--- src/rtl/mirfak_csr_arbiter.sv ---
// mirfak_csr_arbiter: shares the single CSR-file port between the pipeline's
// writeback-stage CSR instructions and a debug/host requester. The pipeline
// always wins; a starvation counter eventually stalls it so that a pending
// debug request is served. Debug reads are issued as csrrs x0 so read-only
// and nonexistent CSRs are checked exactly as a pipeline read would be.
module mirfak_csr_arbiter #(
    parameter int STARVE_LIMIT = 8
) (
    input  logic        clk_i,
    input  logic        rst_ni,

    input  logic [11:0] pipe_csr_addr_i,
    input  logic [1:0]  pipe_csr_cmd_i,
    input  logic        pipe_csr_rs1_zero_i,
    input  logic [31:0] pipe_csr_wdata_i,
    output logic [31:0] pipe_csr_rdata_o,
    output logic        pipe_csr_exception_o,
    output logic        pipe_stall_o,
    input  logic        wb_trap_i,

    input  logic        dbg_req_i,
    input  logic [11:0] dbg_addr_i,
    input  logic [1:0]  dbg_cmd_i,
    input  logic [31:0] dbg_wdata_i,
    output logic        dbg_ack_o,
    output logic [31:0] dbg_rdata_o,
    output logic        dbg_err_o,

    output logic [11:0] csr_addr_o,
    output logic [1:0]  csr_cmd_o,
    output logic        csr_rs1_zero_o,
    output logic [31:0] csr_wdata_o,
    input  logic [31:0] csr_rdata_i,
    input  logic        csr_exception_i
);

    typedef enum logic [1:0] {
        IDLE   = 2'd0,
        ACCESS = 2'd1,
        DONE   = 2'd2
    } state_e;

    localparam logic [7:0] LIMIT = 8'(STARVE_LIMIT);

    // Pipeline command encoding shared with the CSR file.
    localparam logic [1:0] CMD_NONE  = 2'b00;
    localparam logic [1:0] CMD_SET   = 2'b10;
    // Debug command encoding: 00 means read.
    localparam logic [1:0] DBG_READ  = 2'b00;

    state_e      state_q, state_d;
    logic [11:0] dbg_addr_q, dbg_addr_d;
    logic [1:0]  dbg_cmd_q, dbg_cmd_d;
    logic [31:0] dbg_wdata_q, dbg_wdata_d;
    logic [31:0] dbg_rdata_q, dbg_rdata_d;
    logic        dbg_err_q, dbg_err_d;
    logic [7:0]  starve_cnt_q, starve_cnt_d;
    logic        starve_q, starve_d;

    logic        grant;
    logic        dbg_is_read;

    // The debug side only gets the port when the pipeline leaves it free and
    // nothing is retiring a trap/xret that could change CSR state this cycle.
    assign grant       = (state_q == IDLE) && dbg_req_i &&
                         (pipe_csr_cmd_i == CMD_NONE) && !wb_trap_i;
    assign dbg_is_read = (dbg_cmd_q == DBG_READ);

    // State and captured-field registers; reset abandons any access in flight.
    always_ff @(posedge clk_i or negedge rst_ni) begin
        if (!rst_ni) begin
            state_q      <= IDLE;
            dbg_addr_q   <= '0;
            dbg_cmd_q    <= '0;
            dbg_wdata_q  <= '0;
            dbg_rdata_q  <= '0;
            dbg_err_q    <= 1'b0;
            starve_cnt_q <= '0;
            starve_q     <= 1'b0;
        end else begin
            state_q      <= state_d;
            dbg_addr_q   <= dbg_addr_d;
            dbg_cmd_q    <= dbg_cmd_d;
            dbg_wdata_q  <= dbg_wdata_d;
            dbg_rdata_q  <= dbg_rdata_d;
            dbg_err_q    <= dbg_err_d;
            starve_cnt_q <= starve_cnt_d;
            starve_q     <= starve_d;
        end
    end

    // Next-state logic: request capture, access/retry, handshake and starvation.
    always_comb begin
        state_d      = state_q;
        dbg_addr_d   = dbg_addr_q;
        dbg_cmd_d    = dbg_cmd_q;
        dbg_wdata_d  = dbg_wdata_q;
        dbg_rdata_d  = dbg_rdata_q;
        dbg_err_d    = dbg_err_q;
        starve_cnt_d = starve_cnt_q;
        starve_d     = starve_q;

        unique case (state_q)
            IDLE: begin
                if (grant) begin
                    dbg_addr_d   = dbg_addr_i;
                    dbg_cmd_d    = dbg_cmd_i;
                    dbg_wdata_d  = dbg_wdata_i;
                    starve_cnt_d = '0;
                    starve_d     = 1'b0;
                    state_d      = ACCESS;
                end else if (dbg_req_i) begin
                    // Denied cycle: count up, saturating; flag on reaching the limit.
                    if (starve_cnt_q != LIMIT) begin
                        starve_cnt_d = starve_cnt_q + 8'd1;
                        if (starve_cnt_q + 8'd1 == LIMIT) begin
                            starve_d = 1'b1;
                        end
                    end
                end
            end
            ACCESS: begin
                // A retiring trap suppresses the access; simply retry next cycle.
                if (!wb_trap_i) begin
                    dbg_rdata_d = csr_rdata_i;
                    dbg_err_d   = csr_exception_i;
                    state_d     = DONE;
                end
            end
            DONE: begin
                if (!dbg_req_i) begin
                    state_d = IDLE;
                end
            end
            default: begin
                state_d = IDLE;
            end
        endcase

        if (!dbg_req_i) begin
            starve_cnt_d = '0;
        end
    end

    // CSR-file port mux: captured debug fields in ACCESS, pipeline otherwise.
    always_comb begin
        csr_addr_o           = pipe_csr_addr_i;
        csr_cmd_o            = pipe_csr_cmd_i;
        csr_rs1_zero_o       = pipe_csr_rs1_zero_i;
        csr_wdata_o          = pipe_csr_wdata_i;
        pipe_csr_exception_o = csr_exception_i;

        if (state_q == ACCESS) begin
            csr_addr_o           = dbg_addr_q;
            csr_rs1_zero_o       = dbg_is_read;
            csr_wdata_o          = dbg_is_read ? 32'h0 : dbg_wdata_q;
            csr_cmd_o            = wb_trap_i   ? CMD_NONE
                                 : dbg_is_read ? CMD_SET
                                 :               dbg_cmd_q;
            pipe_csr_exception_o = 1'b0;
        end
    end

    assign pipe_csr_rdata_o = csr_rdata_i;
    assign pipe_stall_o     = starve_q | (state_q == ACCESS);
    assign dbg_ack_o        = (state_q == DONE);
    assign dbg_rdata_o      = dbg_rdata_q;
    assign dbg_err_o        = dbg_err_q;

endmodule
--- config.mk ---
export PLATFORM = sky130hd
export DESIGN_NAME = mirfak_csr_arbiter
export DESIGN_NICKNAME = d
export VERILOG_FILES = /design/src/rtl/mirfak_csr_arbiter.sv
export SDC_FILE = /design/constraint.sdc
export NUM_CORES = 1
export LEC_CHECK = 0
export BUFFER_PORTS_ARGS = -buffer_cell sky130_fd_sc_hd__buf_2
export CAP_MARGIN = 20
export CORE_MARGIN = 5
export CORE_UTILIZATION = 40
export CTS_CLUSTER_SIZE = 16
export DETAILED_ROUTE_END_ITERATION = 16
export PLACE_DENSITY = 0.85
export SYNTH_ARGS = -nofsm -noshare
export SYNTH_HDL_FRONTEND = slang
export SYNTH_SLANG_ARGS = --single-unit
--- constraint.sdc ---
create_clock -name clk_i -period 2 [get_ports clk_i]
set_input_delay 0.4 -clock clk_i [delete_from_list [all_inputs] [get_ports clk_i]]
set_output_delay 0.4 -clock clk_i [all_outputs]
set_load 0.05 [all_outputs]
* Word level (Yosys, flattened, before mapping) *
Index checks and enable logic that the tools add are counted.

word-level totals
  latch bits = 0
  input bits = 130
  word-level logic and storage cells = 55
  memories = 0
  register bits after elaboration = 90
  output and inout bits = 115
  bits in read-only memories = 0
  RAM bits = 0

cells by class
  multiply operators = 0
  muxes and demuxes = 20
  order comparisons = 0
  add/sub/neg operators = 1
  div/mod/pow operators = 0
  reduce and logical (&&, ||, !) cells = 15
  equal/unequal tests = 9
  bitwise operators = 2
  shifts and indexed selects = 0

operators by type and width
  operator             count
  $mux 32              2
  $mux 8               4
  $mux 12              1
  $mux 2               6
  $add 8x1->8 const B  1
  $eq 8x4->1 const B   1
  $ne 8x4->1 const B   1
  $logic_not 2->1      3
  $mux 1               6
  $ne 2x2->1 const B   3
  $pmux 2 s3           1
  $reduce_and 2->1     3
  $reduce_bool 2->1    3
  $reduce_and 4->1     1
  $logic_and 1x1->1    3
  $ne 3x1->1 const B   1
  $reduce_and 3->1     1
  $eq 2x1->1 const B   1
  $eq 2x2->1 const B   1
  $ne 2x1->1 const B   1
  $logic_not 1->1      1
  $not 1->1            1
  $or 1x1->1           1

* Logic depth before layout (Yosys ltp) *
Gate-level depths: netlist (run 1).

  word-level depth = 7
  gate-level depth with buffers = 8
  depth with buffers taken out = 7

* Worst setup path after synthesis (run 1) *
No wires, ideal clock.

  path kind = register to output
  from = register state_q[1]
  to = output port csr_cmd_o[0]
  data required time = 1.600 ns
  path slack = -0.479 ns
  buffers on the path = 2
  arrival time = 2.079 ns
  stages on the path, launching flop included = 5
  cell sequence = dfrtp_1 -> nand2b_1 -> clkbuf_1 -> buf_1 -> o31ai_1

on the way
  cells in the longest elaborated chain, start to end = 2

ends and longest elaborated chain
  what                    line  RTL
  start, declared         51    state_e state_q, state_d;
  start signal, assigned  81    state_q <= state_d;
  $eq 2x1->1              153   if (state_q == ACCESS) begin
  $mux 2                  153
  end, declared           30    output logic [1:0] csr_cmd_o,

No other way between the ends.

* Worst setup path after layout (run 1) *
  from = register state_q[1]
  to = output port csr_wdata_o[15]

on the way
  cells in the longest elaborated chain, start to end = 2

ends and longest elaborated chain
  what           line  RTL
  $eq 2x1->1     153
  $mux 32        153
  end, declared  32    output logic [31:0] csr_wdata_o,

No other way between the ends.

==> flow_metrics.py, run 1 <==
metrics = {
    "yosys": {
        "syn_area_um2": 4370,
        "synth_top_family_by_area": "multiplexers",
        "ys_seq_area_share_pct": 51.6,
        "syn-num-nets": 472,
        "synth.area.mux_share_pct": 23.4,
        "avgSynthCellArea_um2": 12.9,
        "synthSimpleGateAreaFrac_pct": 5.04,
        "netlist_instances": 339,
        "ys_ff_latch": 90,
        "synth_xor_area_share_pct": 0.401,
        "yosysWarningCount": 0,
        "yosys.cell_types.count": 37,
        "synth_compound_area_share_pct": 10.7,
        "synthAdderAreaFrac_pct": 0.859,
    },
    "floorplanning": {
        "die_w_um": 115,
        "start_util_pct": 40.5,
        "ios": 245,
        "die-area_um2": 13100,
        "die_h_um": 115,
        "fp.coreArea_um2": 10800,
        "rows": 38,
    },
    "global_routing": {
        "overflow": 0,
        "antenna_found_initial": 0,
        "grt_max_degree": 48,
        "grt_pass1_vias": 3956,
        "grt_usage_pct": 18.2,
        "grt_pass1_wl_mm": 19.1,
    },
    "sta": {
        "maxSlewViolCount": 0,
        "min_period_ns": 2.08,
        "fin_skew_ns": 0.00676,
        "rsz0062_at_grt": "yes",
        "worst_slack_ns": -0.0842,
        "fin_crit_sh_pct": 104,
        "setup_viol": 45,
        "slew_headroom_pct": 72.1,
        "worst_slew_pin_slew_ns": 0.418,
        "max_freq_mhz": 480,
        "hold_violations": 0,
    },
    "route": {
        "wl_per_cell_um": 18.8,
        "routed_wl_mm": 13.4,
        "firstDrtPassIters": 7,
        "drc": 0,
        "drtIter0Drc": 108,
        "vias": 3653,
        "ant_nets": 0,
        "viasPerCell": 5.10,
    },
    "power": {
        "combPwrFrac_pct": 42.9,
        "ir_drop_v": 0.000784,
        "design_power_total_mw": 7.02,
        "internal-power_mw": 4.17,
        "leakagePower_nw": 3.25,
        "p_clk_share_pct": 19.5,
        "power_frac_seq_pct": 37.6,
        "sw_frac_of_total_pct": 40.6,
        "p_sw_mw": 2.85,
        "powerDensity_nw_per_um2": 1060,
    },
    "layout": {
        "antenna_cells": 0,
        "nets": 705,
        "final_area_um2": 6610,
        "final_core_util_pct": 61.3,
        "mostFrequentLayoutCells": "195 x buf_2, 89 x dfrtp_1, 88 x mux2_2, 41 x buf_6, 19 x a22o_2",
        "mostFrequentLayoutCell": "buf_2",
        "area_growth_pct": 51.4,
        "fillers": 811,
        "final_layout_size_suffix_gt1_share_pct": 73.8,
    },
    "critical_path": {
        "crit_chain": "nand2b_4 > nor2_4 > buf_12 > buf_6 > a22o_2 > buf_6",
        "arrival_ns": 1.68,
        "cp-start-kind": "flop",
        "path_class": "flop to primary output",
        "end_kind": "primary output",
        "worstPathRequired_ns": 1.60,
        "critPathMostFrequentCell": "buf_6",
        "critPathSlowestCell": "dfrtp_1",
        "critPathMaxFanout": 8,
        "slowest_delay_ns": 0.41,
    },
    "clock_network": {
        "cts_root_buffer": "clkbuf_8",
        "htreeDepth": 3,
        "clkSinkCount": 90,
        "cts_tree": "yes",
        "clk_pin_slew_ns": 0.08,
        "cts_buffer_depth": 2,
        "numCtsBuffers": 9,
        "worstSkewPairLatency_ns": 0.35,
    },
    "outcome": {
        "status": "complete, but fails checks",
        "violations": "setup timing",
    },
    "placed_design": {
        "io_buffer_count": 244,
        "dp_hpwl_mm": 8.91,
        "placed_area_um2": 5670,
        "place_congestion": 0.828,
        "place_worst_setup_slack_ns": -0.00980,
    },
    "min_path": {
        "hold_class": "primary input to flop",
    },
    "run": {
        "cap_viol_max_count": 0,
    },
}
## worst paths after layout
| kind | depth (start not counted) | to | slack (ns) | startpoint |
|---|---|---|---|---|
| max in group asynchronous | 3 | dbg_addr_q[6] | 0.90 | rst_ni |
| worst min-delay path | 3 | dbg_cmd_q[0] | 0.27 | dbg_cmd_i[0] |
| min in group asynchronous | 2 | dbg_rdata_o[13] | 0.52 | rst_ni |
| worst max register to register | 5 | starve_cnt_q[6] | 0 | starve_cnt_q[4] |
| worst max-delay path | 6 | csr_wdata_o[15] | -0.08 | state_q[1] |
| worst min register to register | 1 | dbg_rdata_o[23] | 0.51 | dbg_rdata_o[23] |
## worst max-delay path, delay by kind of cell, from the launching register on
kind / cells / cell delay [ns]
buffers and inverters: 3 / 0.45
AO/OA/AOI/OAI: 1 / 0.16
flip-flops: 1 / 0.41
AND/OR/NAND/NOR: 2 / 0.31
## cell families (layout without fill, tap and decap cells)
kind of cell	after synthesis	in the layout
XOR/XNOR	2	2
adder cells (fa/ha/maj)	3	3
multiplexers	91	91
AO/OA/AOI/OAI	56	56
buffers and inverters	56	293
AND/OR/NAND/NOR	41	41
flip-flops	90	90
## flip-flops by register name (all words and copies together) (netlist names)
signal,flops
dbg_rdata_o,32
dbg_wdata_q,32
dbg_addr_q,12
starve_cnt_q,8
dbg_cmd_q,2
state_q,2
dbg_err_o,1
starve_q,1
## per-layer routing
metal	routed length, um	track usage (%)	share of wire (%)	vias to the layer above
met5	0	0	0	-
met2	7260	33.3	54	177
met3	981	4.81	7.3	19
li1	-	-	-	1667
met4	244	5.78	1.8	0
met1	4950	20.5	37	1790
## cells in the mapped netlist
library cell	number	share of area [%]
a31oi_1	1	0.14
nand2b_1	2	0.29
nor3_1	4	0.46
a2bb2oi_1	1	0.20
o21ba_2	1	0.23
nand3_1	4	0.46
a21o_1	2	0.34
and2_1	3	0.43
ha_1	3	0.86
o21ai_2	1	0.20
a22o_1	32	6.4
a21oi_1	2	0.23
a22o_2	1	0.23
or3_1	2	0.29
o2bb2ai_1	1	0.20
o21ai_0	8	0.92
nor2_1	7	0.60
and3_1	1	0.14
nor3b_1	1	0.17
inv_1	5	0.43
dfrtp_1	90	52
o311a_4	1	0.49
buf_4	36	6.2
clkbuf_1	10	0.86
o311ai_2	1	0.37
a211o_1	3	0.60
or4_4	1	0.26
mux2_2	90	23
o31ai_1	1	0.17
nand4_1	2	0.29
buf_2	2	0.23
xnor2_1	2	0.40
nand2_1	8	0.69
mux2i_1	1	0.23
buf_1	3	0.26
and3_2	4	0.69
nor2b_1	2	0.29
## per-stage QoR
step	TNS [ns]	hold WS [ns]	cells
floorplan	-0.170	0.104	339
global placement	0	0.333	686
detailed placement	-0.0112	0.338	686
CTS	-3.10	0.260	704
global route	-6.18	0.253	716
finish	-2.07	0.274	716
## power by group through the flow
stage	Clock, mW	Combinational, mW	Sequential [mW]
2_1_floorplan	0	1.21	3.48
3_3_place_gp	0	2.67	2.61
3_5_place_dp	0	2.74	2.64
4_1_cts	1.40	2.87	2.62
5_1_grt	1.49	3.15	2.69
6_report	1.37	3.01	2.64
## timing repair
action	4_1_cts	5_1_grt
pin swaps	1	9
resized for setup	90	46
cloned	1	6
buffers inserted	1	6
endpoints found under the setup margin	51	56
hold buffers	1	0
endpoints found under the hold margin	25	0
## cell type report
| cell class | count | area, um^2 | area share [%] |
|---|---|---|---|
| Clock inverter | 2 | 60.1 | 0.908 |
| Sequential cell | 90 | 2250 | 34.1 |
| Tap cell | 140 | 175 | 2.65 |
| Timing Repair Buffer | 273 | 1980 | 29.9 |
| Multi-Input combinational cell | 193 | 1970 | 29.8 |
| Inverter | 5 | 18.8 | 0.284 |
| Clock buffer | 13 | 159 | 2.40 |
Note: power is estimated with default switching activity, not from simulation.
==> run 2: changes to the inputs <==
==> constraint.sdc (replaced) <==
create_clock -name clk_i -period 2 [get_ports clk_i]
set_input_delay 0.1 -clock clk_i [delete_from_list [all_inputs] [get_ports clk_i]]
set_output_delay 0.1 -clock clk_i [all_outputs]
set_load 0.05 [all_outputs]
==> run 2 against run 1 <==
  * Critical path type is now flop to flop
  * Cell area grew 1.7%
  * Sequential share of layout area down 0.55 points
  * Cell count up 9.9%
  * Highest routed layer unchanged
  * Global-route usage grew 2.0 points
  * The flow now finishes without violations
  * Total power shrank 1.2%
==> flow_metrics.py, run 2 (same netlist as run 1, synthesis figures left out) <==
metrics = {
    "critical_path": {
        "end_kind": "flop",
        "arrival_ns": 2.23,
        "worstPathRequired_ns": 2.24,
        "critPathMaxFanout": 5,
        "path_class": "flop to flop",
        "r2r_start": "starve_cnt_q[6]",
        "cp-start-kind": "flop",
        "r2r_slack_ns": 0.008,
        "reg2reg_depth": 5,
        "r2r-end": "starve_cnt_q[6]",
    },
    "sta": {
        "max_freq_mhz": 502,
        "maxSlewViolCount": 0,
        "worst_slew_pin_slew_ns": 0.559,
        "slew_headroom_pct": 62.7,
        "fin_crit_sh_pct": 99.6,
        "setup_viol": 0,
        "hold_violations": 0,
        "fin_skew_ns": 0.0129,
        "min_period_ns": 1.99,
    },
    "route": {
        "vias": 3959,
        "routed_wl_mm": 13.5,
        "ant_nets": 0,
        "wl_per_cell_um": 17.1,
        "firstDrtPassIters": 4,
        "drc": 0,
        "viasPerCell": 5.03,
        "drtIter0Drc": 199,
    },
    "floorplanning": {
        "die_w_um": 115,
        "rows": 38,
        "ios": 245,
        "die_h_um": 115,
        "fp.coreArea_um2": 10800,
        "start_util_pct": 40.5,
        "die-area_um2": 13100,
    },
    "power": {
        "powerDensity_nw_per_um2": 1030,
        "leakagePower_nw": 3.32,
        "design_power_total_mw": 6.93,
        "ir_drop_v": 0.000961,
    },
    "layout": {
        "mostFrequentLayoutCells": "228 x buf_2, 90 x mux2_2, 88 x dfrtp_1, 79 x dlygate4sd3_1, 32 x a22o_1",
        "nets": 773,
        "final_layout_size_suffix_gt1_share_pct": 60.0,
        "mostFrequentLayoutCell": "buf_2",
        "area_growth_pct": 54.0,
        "fillers": 789,
        "multi_input_area_um2": 1810,
        "area.sequential_um2": 2250,
        "final_area_um2": 6730,
    },
    "global_routing": {
        "grt_pass1_vias": 4371,
        "grt_usage_pct": 20.2,
        "grt_max_degree": 54,
        "overflow": 0,
        "antenna_found_initial": 0,
        "grt_pass1_wl_mm": 21.0,
    },
    "placed_design": {
        "placed_area_um2": 5580,
        "dp_hpwl_mm": 8.91,
        "io_buffer_count": 244,
        "place_congestion": 0.874,
    },
    "clock_network": {
        "clk_pin_slew_ns": 0.09,
        "cts_root_buffer": "clkbuf_8",
        "cts_buffer_depth": 2,
        "cts_tree": "yes",
        "worstSkewPairLatency_ns": 0.35,
        "clkSinkCount": 90,
        "numCtsBuffers": 9,
        "htreeDepth": 3,
    },
    "min_path": {
        "hold_class": "primary input to flop",
        "min_to": "dbg_rdata_o[24]",
        "min_from": "csr_rdata_i[24]",
        "hold_depth": 2,
    },
    "outcome": {
        "status": "finished clean",
    },
    "run": {
        "cap_viol_max_count": 0,
    },
}
==> run 2: critical path, stage by stage, from the launching register on <==
cell and delay [ns]:
dfrtp_1 0.40, or3_4 0.40, or4_4 0.47, o311a_4 0.18
and3_2 0.21, a211o_1 0.23
==> run 2: layout make-up <==
| type | count | area share [%] |
|---|---|---|
| inverters | 5 | 0.279 |
| repair buffers | 341 | 33.1 |
| clock inverters | 6 | 1.56 |
| clock buffers | 10 | 1.90 |
| multi-input cells | 193 | 26.9 |
| well taps | 140 | 2.60 |
| diodes | 2 | 0.0744 |
| flip-flops and latches | 90 | 33.5 |
==> run 2: through the flow <==
step,TNS [ns],util (%),cells,worst slack [ns],hold WS [ns]
floorplan,0,-,339,0.0184,-0.196
global placement,0,51.7,685,0.0301,0.0880
detailed placement,-0.126,51.7,685,-0.0297,0.0973
CTS,0,61.4,780,0.000301,0.00313
global route,-0.0321,62.3,785,-0.0159,0.0276
finish,0,62.3,787,0.00782,0.0278
==> run 2: worst max-delay path by stage <==
stage / end / cells after the start / slack, ns / from
2_1_floorplan: starve_cnt_q[3] / 5 / 0.02 / starve_cnt_q[4]
3_3_place_gp: starve_cnt_q[3] / 5 / 0.03 / starve_cnt_q[6]
3_5_place_dp: starve_cnt_q[6] / 5 / -0.03 / starve_cnt_q[6]
4_1_cts: csr_cmd_o[1] / 4 / 0.0003 / state_q[1]
5_1_grt: starve_cnt_q[6] / 5 / -0.02 / starve_cnt_q[6]
6_report: starve_cnt_q[6] / 5 / 0.008 / starve_cnt_q[6]
==> run 2: timing repair <==
action / in CTS / in global routing
setup buffers: 0 / 5
endpoints found under the hold margin: 115 / 0
endpoints found under the setup margin: 38 / 52
pin swaps: 1 / 0
gates resized for setup: 8 / 19
hold buffers: 79 / 0
==> run 2: report_power, final <==
part / total [mW] / internal (mW) / switching [mW]
sequential: 2.62 / 2.33 / 0.284
clock: 1.46 / 0.825 / 0.631
combinational: 2.86 / 0.967 / 1.89
total: 6.93 / 4.12 / 2.81
==> run 2: routing by layer <==
| layer | track usage (%) | part of all wire [%] | wire length (um) | vias to the layer above |
|---|---|---|---|---|
| met5 | 0 | 0 | 0 | - |
| met4 | 11.1 | 3.5 | 468 | 0 |
| met3 | 5.34 | 9.0 | 1210 | 42 |
| met2 | 36.1 | 52 | 6990 | 213 |
| li1 | - | - | - | 1804 |
| met1 | 21.5 | 36 | 4790 | 1900 |
==> run 3: changes to the inputs <==
--- a/config.mk
+++ b/config.mk
@@ -8,10 +8,11 @@
 export BUFFER_PORTS_ARGS = -buffer_cell sky130_fd_sc_hd__buf_2
 export CAP_MARGIN = 20
 export CORE_MARGIN = 5
-export CORE_UTILIZATION = 40
+export CORE_UTILIZATION = 45
 export CTS_CLUSTER_SIZE = 16
 export DETAILED_ROUTE_END_ITERATION = 16
-export PLACE_DENSITY = 0.85
+export PLACE_DENSITY = 0.9
+export SKIP_LAST_GASP = 1
 export SYNTH_ARGS = -nofsm -noshare
 export SYNTH_HDL_FRONTEND = slang
 export SYNTH_SLANG_ARGS = --single-unit
==> constraint.sdc (replaced) <==
create_clock -name clk_i -period 2.18 [get_ports clk_i]
set_input_delay 0.109 -clock clk_i [delete_from_list [all_inputs] [get_ports clk_i]]
set_output_delay 0.109 -clock clk_i [all_outputs]
set_load 0.05 [all_outputs]
==> run 3 against run 2 <==
  * Clock skew decreased by 0.0018 ns
  * Core utilization increased by 5.6 points
  * Global-route usage increased by 2.8 points
  * Largest power group unchanged
==> flow_metrics.py, run 3 (same netlist as run 1, synthesis figures left out) <==
metrics = {
    "sta": {
        "max_freq_mhz": 471,
        "fin_crit_sh_pct": 97.3,
        "setup_viol": 0,
        "hold-worst-slack_ns": 0.0214,
        "hold_violations": 0,
        "min_period_ns": 2.12,
        "fin_skew_ns": 0.0111,
        "worst_slack_ns": 0.0583,
        "worst_slew_pin_slew_ns": 0.597,
        "maxSlewViolCount": 0,
        "slew_headroom_pct": 60.2,
        "rsz0062_at_grt": "yes",
    },
    "critical_path": {
        "r2r_start": "starve_cnt_q[6]",
        "critPathSlowestCell": "or4_4",
        "r2r_slack_ns": 0.06,
        "cp-start-kind": "flop",
        "slowest_delay_ns": 0.54,
        "critPathMaxFanout": 6,
        "r2r-end": "starve_cnt_q[3]",
        "path_class": "flop to flop",
        "arrival_ns": 2.37,
        "reg2reg_depth": 5,
        "end_kind": "flop",
        "cp-startpoint": "starve_cnt_q[6]",
        "crit_chain": "or3_1 > or4_4 > o311a_4 > and3_1 > a211o_1",
        "worstPathRequired_ns": 2.43,
        "cp-endpoint": "starve_cnt_q[3]",
    },
    "run": {
        "cap_viol_max_count": 0,
    },
    "floorplanning": {
        "ios": 245,
        "die_h_um": 109,
        "die_w_um": 109,
        "start_util_pct": 45.3,
        "fp.coreArea_um2": 9640,
        "die-area_um2": 11800,
        "rows": 36,
    },
    "global_routing": {
        "overflow": 0,
        "antenna_found_initial": 0,
        "grt_pass1_vias": 4344,
        "grt_usage_pct": 22.9,
        "grt_max_degree": 53,
        "grt_pass1_wl_mm": 20.9,
    },
    "layout": {
        "mostFrequentLayoutCell": "buf_2",
        "final_layout_size_suffix_gt1_share_pct": 59.3,
        "area_growth_pct": 50.0,
        "nets": 762,
        "mostFrequentLayoutCells": "243 x buf_2, 90 x mux2_2, 90 x dfrtp_1, 76 x dlygate4sd3_1, 32 x a22o_1",
        "final_core_util_pct": 68.0,
    },
    "power": {
        "combPwrFrac_pct": 41.5,
        "leakagePower_nw": 3.26,
        "ir_drop_v": 0.000856,
        "power_frac_seq_pct": 38.5,
        "internal-power_mw": 3.67,
        "powerDensity_nw_per_um2": 953,
        "p_clk_share_pct": 20.0,
        "p_sw_mw": 2.58,
        "sw_frac_of_total_pct": 41.3,
    },
    "route": {
        "ant_nets": 0,
        "drc": 0,
        "routed_wl_mm": 13.5,
        "viasPerCell": 5.11,
        "drtIter0Drc": 197,
        "vias": 3923,
        "firstDrtPassIters": 4,
        "wl_per_cell_um": 17.5,
    },
    "clock_network": {
        "clkSinkCount": 90,
        "numCtsBuffers": 9,
        "cts_buffer_depth": 2,
        "cts_tree": "yes",
        "cts_root_buffer": "clkbuf_8",
        "worstSkewPairLatency_ns": 0.35,
        "clk_pin_slew_ns": 0.09,
        "htreeDepth": 3,
        "postCtsSetupBuffers": 0,
    },
    "placed_design": {
        "place_worst_setup_slack_ns": 0.103,
        "place_congestion": 0.815,
        "dp_hpwl_mm": 9.00,
        "io_buffer_count": 244,
    },
    "min_path": {
        "hold_class": "primary input to flop",
    },
    "outcome": {
        "status": "finished clean",
    },
}
## run 3: worst min path at each step
stage / from / to / slack (ns) / depth (start not counted)
2_1_floorplan: rst_ni / dbg_addr_q[0] / -0.19 / 0
3_3_place_gp: rst_ni / dbg_wdata_q[0] / 0.11 / 1
3_5_place_dp: rst_ni / dbg_wdata_q[3] / 0.12 / 1
4_1_cts: csr_rdata_i[10] / dbg_rdata_o[10] / 0.004 / 2
5_1_grt: csr_rdata_i[10] / dbg_rdata_o[10] / 0.009 / 2
6_report: csr_rdata_i[0] / dbg_rdata_o[0] / 0.02 / 2
## run 3: worst max-delay path: cells and delay by family, from the launching register on
kind / cells / cell delay [ns]
DFF: 1 / 0.43
AOI/OAI and AO/OA: 2 / 0.44
and+or+nand+nor: 3 / 1.14
## run 3: power groups by stage
stage	clock (mW)	sequential [mW]	combinational, mW
floorplan	0	3.19	1.09
global placement	0	2.39	2.42
detailed placement	0	2.43	2.48
CTS	1.29	2.40	2.59
global route	1.34	2.46	2.72
finish	1.25	2.40	2.59
## run 3: timing repair
action                                  CTS  global route
gates resized for setup                   0             1
endpoints found under the hold margin   115             0
endpoints found under the setup margin    0             3
hold buffers                             76             0
## run 3: stage by stage
stage | power, mW | area [um^2] | setup TNS [ns] | cells
final | 6.24 | 6550 | 0 | 768
after global routing | 6.53 | 6550 | -0.00128 | 767
after CTS | 6.28 | 6550 | 0 | 767
after detailed placement | 4.91 | 5570 | 0 | 675
after global placement | 4.81 | 5570 | 0 | 675
after floorplan | 4.28 | 4370 | 0 | 339
## run 3: area by class of cell
type,instances,area [um^2]
Sequential cell,90,2250
Inverter,5,18.8
Timing Repair Buffer,330,2110
Multi-Input combinational cell,193,1780
Clock inverter,6,80.1
Fill cell,721,3090
Antenna cell,1,2.50
Clock buffer,10,138
Tap cell,133,166
## run 3: metal layers
layer,wire length (um),GRT usage [%]
met1,4690,23.1
met2,7430,43.4
met3,857,5.67
met4,481,11.5
met5,0,0
